--- src/rtl/mux_scan_pkg.sv ---
// Shared constants, FSM state encoding and the channel-to-select mapping
// used by the 4:1 mux scan controller.
package mux_scan_pkg;

    localparam int unsigned NUM_CH = 4;

    typedef enum logic [1:0] {
        IDLE,
        SETTLE,
        SAMPLE,
        DONE
    } state_t;

    // The mux stage wires its select lines swapped and inverted relative to
    // the channel number: c0->11, c1->01, c2->10, c3->00.
    function automatic logic [1:0] ch2sel(input logic [1:0] c);
        return {~c[0], ~c[1]};
    endfunction

endpackage

--- src/rtl/dwell_timer.sv ---
// Settle-time down-counter: load restarts the dwell interval, en counts it
// down, zero flags that the interval has elapsed.
module dwell_timer #(
    parameter int unsigned DWELL = 1
) (
    input  logic clk,
    input  logic rst,
    input  logic load,
    input  logic en,
    output logic zero
);

    // Loading DWELL-1 makes the SETTLE state last exactly DWELL cycles,
    // since the FSM leaves SETTLE on the cycle the count reads zero.
    localparam logic [3:0] LOAD_VAL = (DWELL == 0) ? 4'd0 : 4'(DWELL - 1);

    logic [3:0] cnt_q;

    always_ff @(posedge clk or posedge rst) begin
        if (rst) begin
            cnt_q <= '0;
        end else if (load) begin
            cnt_q <= LOAD_VAL;
        end else if (en && (cnt_q != '0)) begin
            cnt_q <= cnt_q - 4'd1;
        end
    end

    assign zero = (cnt_q == '0);

endmodule

--- src/rtl/mux_scan_ctrl.sv ---
// Scans the four channels of a downstream 4:1 mux, settling DWELL cycles per
// channel, and publishes the captured 4-bit word with a one-cycle valid.
module mux_scan_ctrl
    import mux_scan_pkg::*;
#(
    parameter int unsigned DWELL = 1
) (
    input  logic       clk,
    input  logic       rst,
    input  logic       start,
    input  logic       abort,
    input  logic       mux_out,
    output logic [1:0] sel,
    output logic [3:0] data,
    output logic       valid,
    output logic       busy
);

    localparam state_t CH_ENTRY = (DWELL == 0) ? SAMPLE : SETTLE;

    state_t     state_q, state_d;
    logic [1:0] ch_q, ch_d;
    logic [3:0] shadow_q;
    logic [3:0] data_q;
    logic       tmr_load, tmr_en, tmr_zero;
    logic       capture, commit;

    dwell_timer #(.DWELL(DWELL)) u_dwell_timer (
        .clk  (clk),
        .rst  (rst),
        .load (tmr_load),
        .en   (tmr_en),
        .zero (tmr_zero)
    );

    always_ff @(posedge clk or posedge rst) begin
        if (rst) begin
            state_q  <= IDLE;
            ch_q     <= '0;
            shadow_q <= '0;
            data_q   <= '0;
        end else begin
            state_q <= state_d;
            ch_q    <= ch_d;
            if (capture) shadow_q[ch_q] <= mux_out;
            if (commit)  data_q <= shadow_q;
        end
    end

    always_comb begin
        state_d  = state_q;
        ch_d     = ch_q;
        tmr_load = 1'b0;
        tmr_en   = 1'b0;
        capture  = 1'b0;
        commit   = 1'b0;
        unique case (state_q)
            IDLE: begin
                if (start && !abort) begin
                    ch_d     = '0;
                    tmr_load = 1'b1;
                    state_d  = CH_ENTRY;
                end
            end
            SETTLE: begin
                if (abort) begin
                    ch_d    = '0;
                    state_d = IDLE;
                end else if (tmr_zero) begin
                    state_d = SAMPLE;
                end else begin
                    tmr_en = 1'b1;
                end
            end
            SAMPLE: begin
                if (abort) begin
                    ch_d    = '0;
                    state_d = IDLE;
                end else begin
                    capture = 1'b1;
                    if (ch_q == 2'(NUM_CH - 1)) begin
                        state_d = DONE;
                    end else begin
                        ch_d     = ch_q + 2'd1;
                        tmr_load = 1'b1;
                        state_d  = CH_ENTRY;
                    end
                end
            end
            DONE: begin
                ch_d    = '0;
                state_d = IDLE;
                commit  = !abort;
            end
            default: state_d = IDLE;
        endcase
    end

    // An abort during DONE withdraws the pulse, so data keeps its old word.
    assign sel   = ch2sel(ch_q);
    assign busy  = (state_q != IDLE);
    assign valid = (state_q == DONE) && !abort;
    assign data  = valid ? shadow_q : data_q;

endmodule

--- config.mk ---
export PLATFORM = sky130hd
export DESIGN_NAME = mux_scan_ctrl
export DESIGN_NICKNAME = d
export VERILOG_FILES = /design/src/rtl/mux_scan_pkg.sv /design/src/rtl/dwell_timer.sv /design/src/rtl/mux_scan_ctrl.sv
export SDC_FILE = /design/constraint.sdc
export NUM_CORES = 1
export LEC_CHECK = 0
export CAP_MARGIN = 10
export CORE_MARGIN = 10
export CORE_UTILIZATION = 47
export CTS_CLUSTER_SIZE = 12
export DETAILED_ROUTE_END_ITERATION = 10
export PLACE_DENSITY = 0.77
export RECOVER_POWER = 25
export SLEW_MARGIN = 20
export SYNTH_ARGS = -nofsm -noshare
export SYNTH_HDL_FRONTEND = slang
export SYNTH_HIERARCHICAL = 1
export SYNTH_SLANG_ARGS = --single-unit
--- constraint.sdc ---
create_clock -name clk -period 2.03 [get_ports clk]
set_input_delay 0.203 -clock clk [delete_from_list [all_inputs] [get_ports clk]]
set_output_delay 0.203 -clock clk [all_outputs]
set_load 0.01 [all_outputs]
==> results of run 1 <==
-- stage by stage --
stage	worst slack [ns]	cells
floorplan	0.0249	83
global placement	0.0224	124
detailed placement	-0.0109	124
CTS	0.00866	133
global route	0.00783	136
finish	0.0771	136
-- registers in the layout, indices dropped and copies added, names as in the netlist --
register / flops
ch_q: 2
shadow_q: 4
u_dwell_timer/cnt_q: 4
state_q: 2
data_q: 4
-- what timing repair did --
action	CTS	global route
gates resized for setup	3	6
buffers inserted	5	4
endpoints found under the setup margin	1	6
pin swaps	4	4
hold endpoints to repair	0	0
-- metal layers --
layer	share of wire [%]	wire (um)	up-vias
met5	0	0	-
li1	-	-	343
met2	53	1000	8
met3	3.6	68	4
met4	1.1	21	0
met1	43	816	359
-- cells in the final DEF (no fill, tap or decap), drive strengths merged, types with 4 or more instances in the layout --
master / n
dfrtp: 16
buf: 14
inv: 11
clkdlybuf4s50: 9
mux2: 9
nand2: 8
ha: 6
a21oi: 5
clkbuf: 4
-- worst reg2reg max path, cell delays in order (launching register included) --
cell and delay, ns:
dfrtp_1 0.39, inv_2 0.05, ha_2 0.16, or3b_4 0.22
inv_1 0.05, inv_1 0.06, nand3_2 0.08, nor2_2 0.10
or4b_4 0.49, nor4_4 0.15, a31o_1 0.13
-- final timing paths --
kind / end / slack [ns]
max in group asynchronous: shadow_q[3] / 1.34
min: u_dwell_timer/cnt_q[2] / 0.25
min reg2reg: shadow_q[1] / 0.49
min in group clk: shadow_q[1] / 0.49
max reg2reg: u_dwell_timer/cnt_q[3] / 0.09
max: data[3] / 0.08
-- layout make-up --
class / count / area, sq um / area share [%]
multi-input combinational: 54 / 469 / 38.8
tap: 25 / 31.3 / 2.59
timing repair buffer: 26 / 230 / 19.0
inverter: 11 / 41.3 / 3.42
clock buffer: 4 / 36.3 / 3.00
sequential: 16 / 400 / 33.1
-- report_power, final --
part | internal, mW | switching, mW
combinational | 0.0616 | 0.0535
clock | 0.109 | 0.0959
sequential | 0.344 | 0.0136
total | 0.514 | 0.163
-- logic make-up (layout without fill, tap and decap cells) --
family / Yosys count / after routing / synth area share [%]
flip-flops: 16 / 16 / 44.8
multiplexers: 9 / 9 / 11.3
AND/OR/NAND/NOR: 24 / 24 / 17.4
XOR/XNOR: 1 / 1 / 0.981
buffers and inverters: 13 / 41 / 6.02
adder cells (fa/ha/maj): 6 / 6 / 8.40
AO/OA/AOI/OAI: 14 / 14 / 11.1
==> impl_metrics.json, run 1 <==
{
  "fin_util_pct": 68.5,
  "final_antenna_net_count": 0,
  "max_slew_margin_pct": 70.3,
  "wl_per_cell_um": 14.0,
  "critical_path_depth": 4,
  "status": "completed",
  "io_pins": 13,
  "hold_class": "in -> async",
  "drc": 0,
  "antenna_cells": 0,
  "cp_slowest_cell": "clkdlybuf4s50_1",
  "slew_viol_final": 0,
  "root_buffer": "clkbuf_4",
  "start_util_pct": 50.6,
  "end_kind": "output port",
  "synth-seq-cells": 16,
  "fin_crit_sh_pct": 96.2,
  "crit_buf_inv": 2,
  "synth-async-reset-ratio_pct": 100,
  "drt-pass1-iter-count": 4,
  "htree_levels": 1,
  "slowest_delay_ns": 0.48,
  "path_clk_slew_ns": 0.09,
  "fill_cells": 143,
  "syn_to_final_growth_pct": 35.3,
  "synth_nets": 94,
  "final-hold-violation-count": 0,
  "vias": 714,
  "portBuffers": 12,
  "p_total_mw": 0.677,
  "ys_types": 32,
  "gp_congestion": 0.773,
  "holdWs_ns": 0.253,
  "cp.required_ns": 1.83,
  "yosysTopAreaCell": "dfrtp_1",
  "use_met3_pct": 2.83,
  "cp.arrival_ns": 1.75,
  "overflow": 0,
  "initialDrtViolationCount": 11,
  "use_met1_pct": 9.68,
  "cp-startpoint": "abort",
  "worst_pin_slew_ns": 0.445,
  "fin_skew_ns": 0.00666,
  "grt_pass1_wl_mm": 3.02,
  "dieArea_sq_um": 4040,
  "cts_sinks": 16,
  "finalSetupViolCount": 0,
  "ys.warnings.count": 6,
  "path_cells": "clkdlybuf4s50_1 > nand3b_1 > mux2_2 > clkdlybuf4s50_1",
  "avgViaCountPerCell": 5.25,
  "grt_use_total_pct": 8.85,
  "clk_latency_ns": 0.28,
  "synthTopCellsByArea": "dfrtp_1, ha_1, mux2_2, mux2_1, inv_1",
  "setup-tns-final_ns": 0,
  "antenna_found_initial": 0,
  "fp.dieW_um": 63.6,
  "ir_drop_mv": 0.337,
  "r2r_cells": 10,
  "synth_edf_count": 0,
  "ys_seq_area_share_pct": 44.8,
  "place.detailed.hpwl_mm": 1.36,
  "wl_mm": 1.91,
  "cts_buffers": 3,
  "avgSynthCellArea_sq_um": 10.8,
  "grt_pass1_vias": 698,
  "cp_top_family": "buffers and inverters",
  "core_sq_um": 1760,
  "finalCriticalPeriod_ns": 1.95,
  "met2_usage_pct": 15.1,
  "leakage_nw": 0.605,
  "rsz0062_at_grt": "false",
  "crit_path_frequent_cell": "clkdlybuf4s50_1",
  "finalInstanceArea_sq_um": 1210,
  "layout-drive-gt1-share_pct": 32.4,
  "top_usage_layer": "met2",
  "yosys.area.top_type_share_pct": 44.8,
  "power.density_nw_per_um2": 560,
  "start_kind": "input port",
  "synthTopCellsByCount": "dfrtp_1, inv_1, nand2_1, ha_1",
  "worst-path-max-fanout": 4,
  "yosys.cell_count.top_type": "dfrtp_1",
  "fmax_mhz": 512,
  "ys.flop_type": "dfrtp_1",
  "reg2reg_from": "u_dwell_timer/cnt_q[0]",
  "grt_max_degree": 13,
  "final_nets": 123,
  "cap_violations": 0,
  "rows": 15,
  "cts.path.max_buffers": 2,
  "cts_tree": "done",
  "holdBufCountCts": 0,
  "path_class": "in -> out",
  "die_h_um": 63.6,
  "place_area_sq_um": 1080,
  "syn-cell-area_sq_um": 893,
  "syn_inst": 83
}
Note: power is estimated with default switching activity, not from simulation.
==> run 2: changes to the inputs <==
--- a/config.mk
+++ b/config.mk
@@ -5,14 +5,15 @@
 export SDC_FILE = /design/constraint.sdc
 export NUM_CORES = 1
 export LEC_CHECK = 0
+export ABC_AREA = 1
 export CAP_MARGIN = 10
 export CORE_MARGIN = 10
-export CORE_UTILIZATION = 47
+export CORE_UTILIZATION = 50
 export CTS_CLUSTER_SIZE = 12
 export DETAILED_ROUTE_END_ITERATION = 10
-export PLACE_DENSITY = 0.77
+export PLACE_DENSITY = 0.78
 export RECOVER_POWER = 25
-export SLEW_MARGIN = 20
+export SLEW_MARGIN = 25
 export SYNTH_ARGS = -nofsm -noshare
 export SYNTH_HDL_FRONTEND = slang
 export SYNTH_HIERARCHICAL = 1
==> constraint.sdc (replaced) <==
create_clock -name clk -period 2.4 [get_ports clk]
set_input_delay 0.24 -clock clk [delete_from_list [all_inputs] [get_ports clk]]
set_output_delay 0.24 -clock clk [all_outputs]
set_load 0.01 [all_outputs]
==> run 2 against run 1 <==
Compared with the run above: register-to-register slack better by 0.75 ns; highest routed layer unchanged; hold slack better by 0.042 ns; first-iteration DRC count up 73%; sequential power up 5%; non-clock buffer count down 14; clock skew down 0.0046 ns; global-route usage up 1.4 points; cell count up 14%; critical path type unchanged; synthesized cell count up 37%; die area down 5.0%.
==> impl_metrics.json, run 2 <==
{
  "status": "completed",
  "path_class": "in -> out",
  "avgSynthCellArea_sq_um": 7.74,
  "cp.arrival_ns": 1.91,
  "drt-pass1-iter-count": 4,
  "portBuffers": 12,
  "syn-cell-area_sq_um": 882,
  "start_kind": "input port",
  "reg2reg_from": "u_dwell_timer/cnt_q[0]",
  "cp.required_ns": 2.16,
  "syn_to_final_growth_pct": 21.3,
  "r2r_end": "u_dwell_timer/cnt_q[3]",
  "slew_viol_final": 0,
  "initialDrtViolationCount": 19,
  "cap_violations": 0,
  "cts_buffers": 3,
  "fin_crit_sh_pct": 89.6,
  "overflow": 0,
  "setup_ws_ns": 0.249,
  "ys_seq_area_share_pct": 45.4,
  "synth-async-reset-ratio_pct": 100,
  "fill_cells": 157,
  "grt_pass1_vias": 708,
  "core_sq_um": 1710,
  "final_nets": 142,
  "antenna_found_initial": 0,
  "path_clk_slew_ns": 0.08,
  "grt_pass1_wl_mm": 2.99,
  "grt_max_degree": 13,
  "layout_common_cells": "nand2_1, dfrtp_1, inv_1",
  "yosysTopAreaCell": "dfrtp_1",
  "root_buffer": "clkbuf_4",
  "synth_top_family_by_area": "simple AND/OR/NAND/NOR gates",
  "gp_congestion": 0.828,
  "rsz0062_at_grt": "false",
  "ys.flop_type": "dfrtp_1",
  "setup-tns-final_ns": 0,
  "synthSimpleGateAreaFrac_pct": 31.3,
  "placed_cells": 151,
  "ys.warnings.count": 6,
  "holdBufCountCts": 0,
  "multi_input_area_sq_um": 410,
  "dieArea_sq_um": 3840,
  "r2r_slack_ns": 0.84,
  "seqCellArea_sq_um": 400,
  "pre_cts_slack_ns": 0.243,
  "synth-seq-cells": 16,
  "post_cts_buffers": 0,
  "fp.dieW_um": 62,
  "clk_latency_ns": 0.28,
  "layout-drive-gt1-share_pct": 11.5,
  "cts_resized": 0,
  "r2r_cells": 11,
  "ys_types": 15,
  "wl_per_cell_um": 10.9,
  "synthMuxAreaShare_pct": 0,
  "vias": 745,
  "end_kind": "output port",
  "final_antenna_net_count": 0,
  "yosys.cell_count.top_type": "nand2_1",
  "synth-compound-area-share_pct": 5.67,
  "crit_end": "data[0]",
  "wl_mm": 1.69,
  "leakage_nw": 0.557,
  "ir_drop_mv": 0.525,
  "fin_skew_ns": 0.00202,
  "worst-path-max-fanout": 5,
  "drc": 0,
  "layout_commonest_cell": "nand2_1",
  "io_pins": 13,
  "antenna_cells": 0,
  "yosys.area.top_type_share_pct": 45.4,
  "avgViaCountPerCell": 4.81,
  "worst_pin_slew_ns": 0.460,
  "place.detailed.hpwl_mm": 1.40,
  "cts.path.max_buffers": 2,
  "finalSetupViolCount": 0,
  "layoutNonFillerInstCount": 155,
  "cts_tree": "done",
  "synth_xor_area_share_pct": 0.993,
  "grt_use_total_pct": 10.3,
  "finalCriticalPeriod_ns": 2.15,
  "synthTopCellsByCount": "nand2_1, dfrtp_1, inv_1, nor2_1, o21ai_1",
  "htree_levels": 1,
  "max_slew_margin_pct": 69.3,
  "synth_edf_count": 0,
  "die_h_um": 62,
  "start_util_pct": 51.6,
  "syn_inst": 114,
  "hold_class": "in -> async",
  "synth_nets": 125,
  "cp-startpoint": "abort",
  "power.density_nw_per_um2": 870,
  "fmax_mhz": 465,
  "synth_fa_ha_area_share_pct": 8.51,
  "synthTopCellsByArea": "dfrtp_1, nand2_1, ha_1, inv_1, nor2_1",
  "reg_top3": "data_q x4, shadow_q x4, u_dwell_timer/cnt_q x4",
  "final-hold-violation-count": 0,
  "cts_sinks": 16,
  "rows": 15
}
run 2: kinds of logic after synthesis:
group                    Yosys count
XOR/XNOR                           1
flip-flops                        16
AND/OR/NAND/NOR                   62
adder cells (fa/ha/maj)            6
AO/OA/AOI/OAI                     10
buffers and inverters             19
run 2: how the worst min path moves through the flow:
stage	slack, ns	to	start
final	0.30	u_dwell_timer/cnt_q[1]	rst
after global placement	0.45	u_dwell_timer/cnt_q[3]	rst
after detailed placement	0.46	u_dwell_timer/cnt_q[3]	rst
after floorplan	0.006	u_dwell_timer/cnt_q[0]	rst
after CTS	0.15	u_dwell_timer/cnt_q[2]	rst
after global routing	0.30	u_dwell_timer/cnt_q[0]	rst
run 2: metrics by stage:
step	power (mW)	instance area, sq um	util [%]	hold WS, ns
after floorplan	0.654	882	-	0.00608
after global placement	0.759	1030	60.5	0.452
after detailed placement	0.768	1030	60.5	0.463
after CTS	0.942	1070	62.6	0.155
after global routing	1.02	1070	62.6	0.297
final	0.930	1070	62.6	0.295
run 2: critical path: stages:
cell and delay, ns:
clkdlybuf4s50_1 0.51, inv_2 0.15, nand3_1 0.18, inv_2 0.14, nand2_1 0.06, nand2_1 0.08, clkdlybuf4s50_1 0.55
run 2: metal layers:
layer	part of all wire [%]	up-vias	track usage, %
met5	0	-	0
met2	49	16	18.3
met1	44	346	10.9
met3	6.2	2	5.28
li1	-	381	-
met4	0.59	0	0.955
run 2: final cells by class:
type                            instances  share of cell area (%)
Sequential cell                        16                    37.4
Tap cell                               25                    2.92
Inverter                               19                    6.67
Clock buffer                            4                    3.39
Timing Repair Buffer                   12                    11.2
Multi-Input combinational cell         79                    38.4
run 2: where the power goes:
group	total (mW)	leakage, nW	switching, mW	internal (mW)
combinational	0.384	0.319	0.228	0.155
clock	0.171	0.0210	0.0782	0.0923
sequential	0.376	0.217	0.0474	0.329
==> patch: new RTL, settings of run 1 <==
Register the inputs `start`, `abort` and `mux_out` before use, without a reset. The logic sees them one clock later.
--- a/src/rtl/mux_scan_ctrl.sv
+++ b/src/rtl/mux_scan_ctrl.sv
@@ -17,6 +17,16 @@
 );
 
     localparam state_t CH_ENTRY = (DWELL == 0) ? SAMPLE : SETTLE;
+
+    logic start_q;
+    logic abort_q;
+    logic mux_out_q;
+
+    always_ff @(posedge clk) begin
+        start_q   <= start;
+        abort_q   <= abort;
+        mux_out_q <= mux_out;
+    end
 
     state_t     state_q, state_d;
     logic [1:0] ch_q, ch_d;
@@ -42,7 +52,7 @@
         end else begin
             state_q <= state_d;
             ch_q    <= ch_d;
-            if (capture) shadow_q[ch_q] <= mux_out;
+            if (capture) shadow_q[ch_q] <= mux_out_q;
             if (commit)  data_q <= shadow_q;
         end
     end
@@ -56,14 +66,14 @@
         commit   = 1'b0;
         unique case (state_q)
             IDLE: begin
-                if (start && !abort) begin
+                if (start_q && !abort_q) begin
                     ch_d     = '0;
                     tmr_load = 1'b1;
                     state_d  = CH_ENTRY;
                 end
             end
             SETTLE: begin
-                if (abort) begin
+                if (abort_q) begin
                     ch_d    = '0;
                     state_d = IDLE;
                 end else if (tmr_zero) begin
@@ -73,7 +83,7 @@
                 end
             end
             SAMPLE: begin
-                if (abort) begin
+                if (abort_q) begin
                     ch_d    = '0;
                     state_d = IDLE;
                 end else begin
@@ -90,7 +100,7 @@
             DONE: begin
                 ch_d    = '0;
                 state_d = IDLE;
-                commit  = !abort;
+                commit  = !abort_q;
             end
             default: state_d = IDLE;
         endcase
@@ -99,7 +109,7 @@
     // An abort during DONE withdraws the pulse, so data keeps its old word.
     assign sel   = ch2sel(ch_q);
     assign busy  = (state_q != IDLE);
-    assign valid = (state_q == DONE) && !abort;
+    assign valid = (state_q == DONE) && !abort_q;
     assign data  = valid ? shadow_q : data_q;
 
 endmodule
Formal check against the unedited RTL: not equivalent (Yosys sat finds a counterexample within 4 cycles, from zero or initial values and one cycle with rst high).
==> patch against run 1 <==
The run now ends with negative setup slack left; critical path type is now reg -> reg; power rose by 20%; maximum frequency fell by 11%; synthesized area rose by 6.4%; critical path depth rose by 7; worst setup slack got worse by 0.23 ns; routed wire length rose by 11%; cell area rose by 6.0%; sequential cell count rose by 3.
==> patch: results (changes against run 1) <==
[outcome]
status=complete, but fails checks
violations=negative setup slack

[clock_network]
cts_resized=5  ; +2
worstSkewPairLatency_ns=0.31  ; +0.03 ns
path_clk_slew_ns=0.11  ; +0.02 ns

[final_layout]
drive_gt1_share_pct=39.66  ; +7.2 points

[timing]
clock_skew_ns=0.004561  ; -0.002102 ns
setup_slack_ns=-0.1577  ; -0.2348 ns
final-setup-viol-count=2  ; +2
fin_tns_setup_ns=-0.3044  ; -0.3044 ns

[synthesis]
synth_area_per_cell_um2=11.32  ; +5.2%
synth.area.mux_share_pct=11.05  ; -0.29 points

[placed_design]
place_inst=129  ; +4.0%
gp_congestion=0.7594  ; -1.8%
dpl_worst_slack_ns=-0.1520  ; -0.1411 ns

[global_route]
use_met2_pct=14.78  ; -0.30 points
grt_pass1_vias=724  ; +3.7%
use_met3_pct=2.577  ; -0.25 points

[drt]
vias_per_cell=5.091  ; -3.0%
drt-total-wl_um=2123  ; +11%
drt-initial-drc-count=24  ; +13
wl_per_cell_um=14.85  ; +5.8%

[critical_path]
cp_top_family=simple AND/OR/NAND/NOR gates
endpoint=u_dwell_timer/cnt_q[2]
slowest_stage=or3b_4
max_stage_delay_ns=0.41  ; -0.07 ns
crit_fanout=2  ; -2
start_kind=flip-flop

[power]
peakVddDrop_uv=494.4  ; +47%

-- patch: cell types whose count changed in the layout (fill, tap and decap cells not counted), moves of 2 or more --
cell and delta:
dfxtp_1 +3, inv_2 +2, mux2_2 +3, clkdlybuf4s50_1 -5
inv_1 -3, nor2b_1 -2, nand2_1 +2, buf_4 +4
dlygate4sd3_1 +3, mux2_1 -4
-- patch: worst min path at each step --
stage / end / slack (ns) / cells after the start
2_1_floorplan: u_dwell_timer/cnt_q[0] / -0.03 / 1
3_3_place_gp: u_dwell_timer/cnt_q[2] / 0.44 / 2
3_5_place_dp: u_dwell_timer/cnt_q[2] / 0.45 / 2
4_1_cts: u_dwell_timer/cnt_q[2] / 0.12 / 2
5_1_grt: u_dwell_timer/cnt_q[2] / 0.24 / 2
6_report: u_dwell_timer/cnt_q[2] / 0.24 / 2
-- patch: power groups by stage --
stage | sequential [mW] | clock, mW | combinational, mW
finish | 0.446 | 0.200 | 0.167
global route | 0.454 | 0.217 | 0.181
CTS | 0.447 | 0.204 | 0.171
detailed placement | 0.457 | 0 | 0.168
global placement | 0.453 | 0 | 0.161
floorplan | 0.447 | 0 | 0.102
-- patch: logic make-up (layout without fill, tap and decap cells) --
group | Yosys count | in the layout
DFF | 19 | 19
adders and majority gates | 6 | 6
buffers and inverters | 13 | 45
AOI/OAI and AO/OA | 13 | 13
muxes | 9 | 9
and+or+nand+nor | 24 | 24
-- patch: cell type report --
| cell class | instances | area (µm²) |
|---|---|---|
| flip-flops and latches | 19 | 461.7 |
| multi-input cells | 52 | 447.9 |
| clock buffers | 3 | 22.52 |
| well taps | 27 | 33.78 |
| repair buffers | 31 | 272.8 |
| clock inverters | 1 | 5.005 |
| fillers | 156 | 660.6 |
| inverters | 10 | 37.54 |
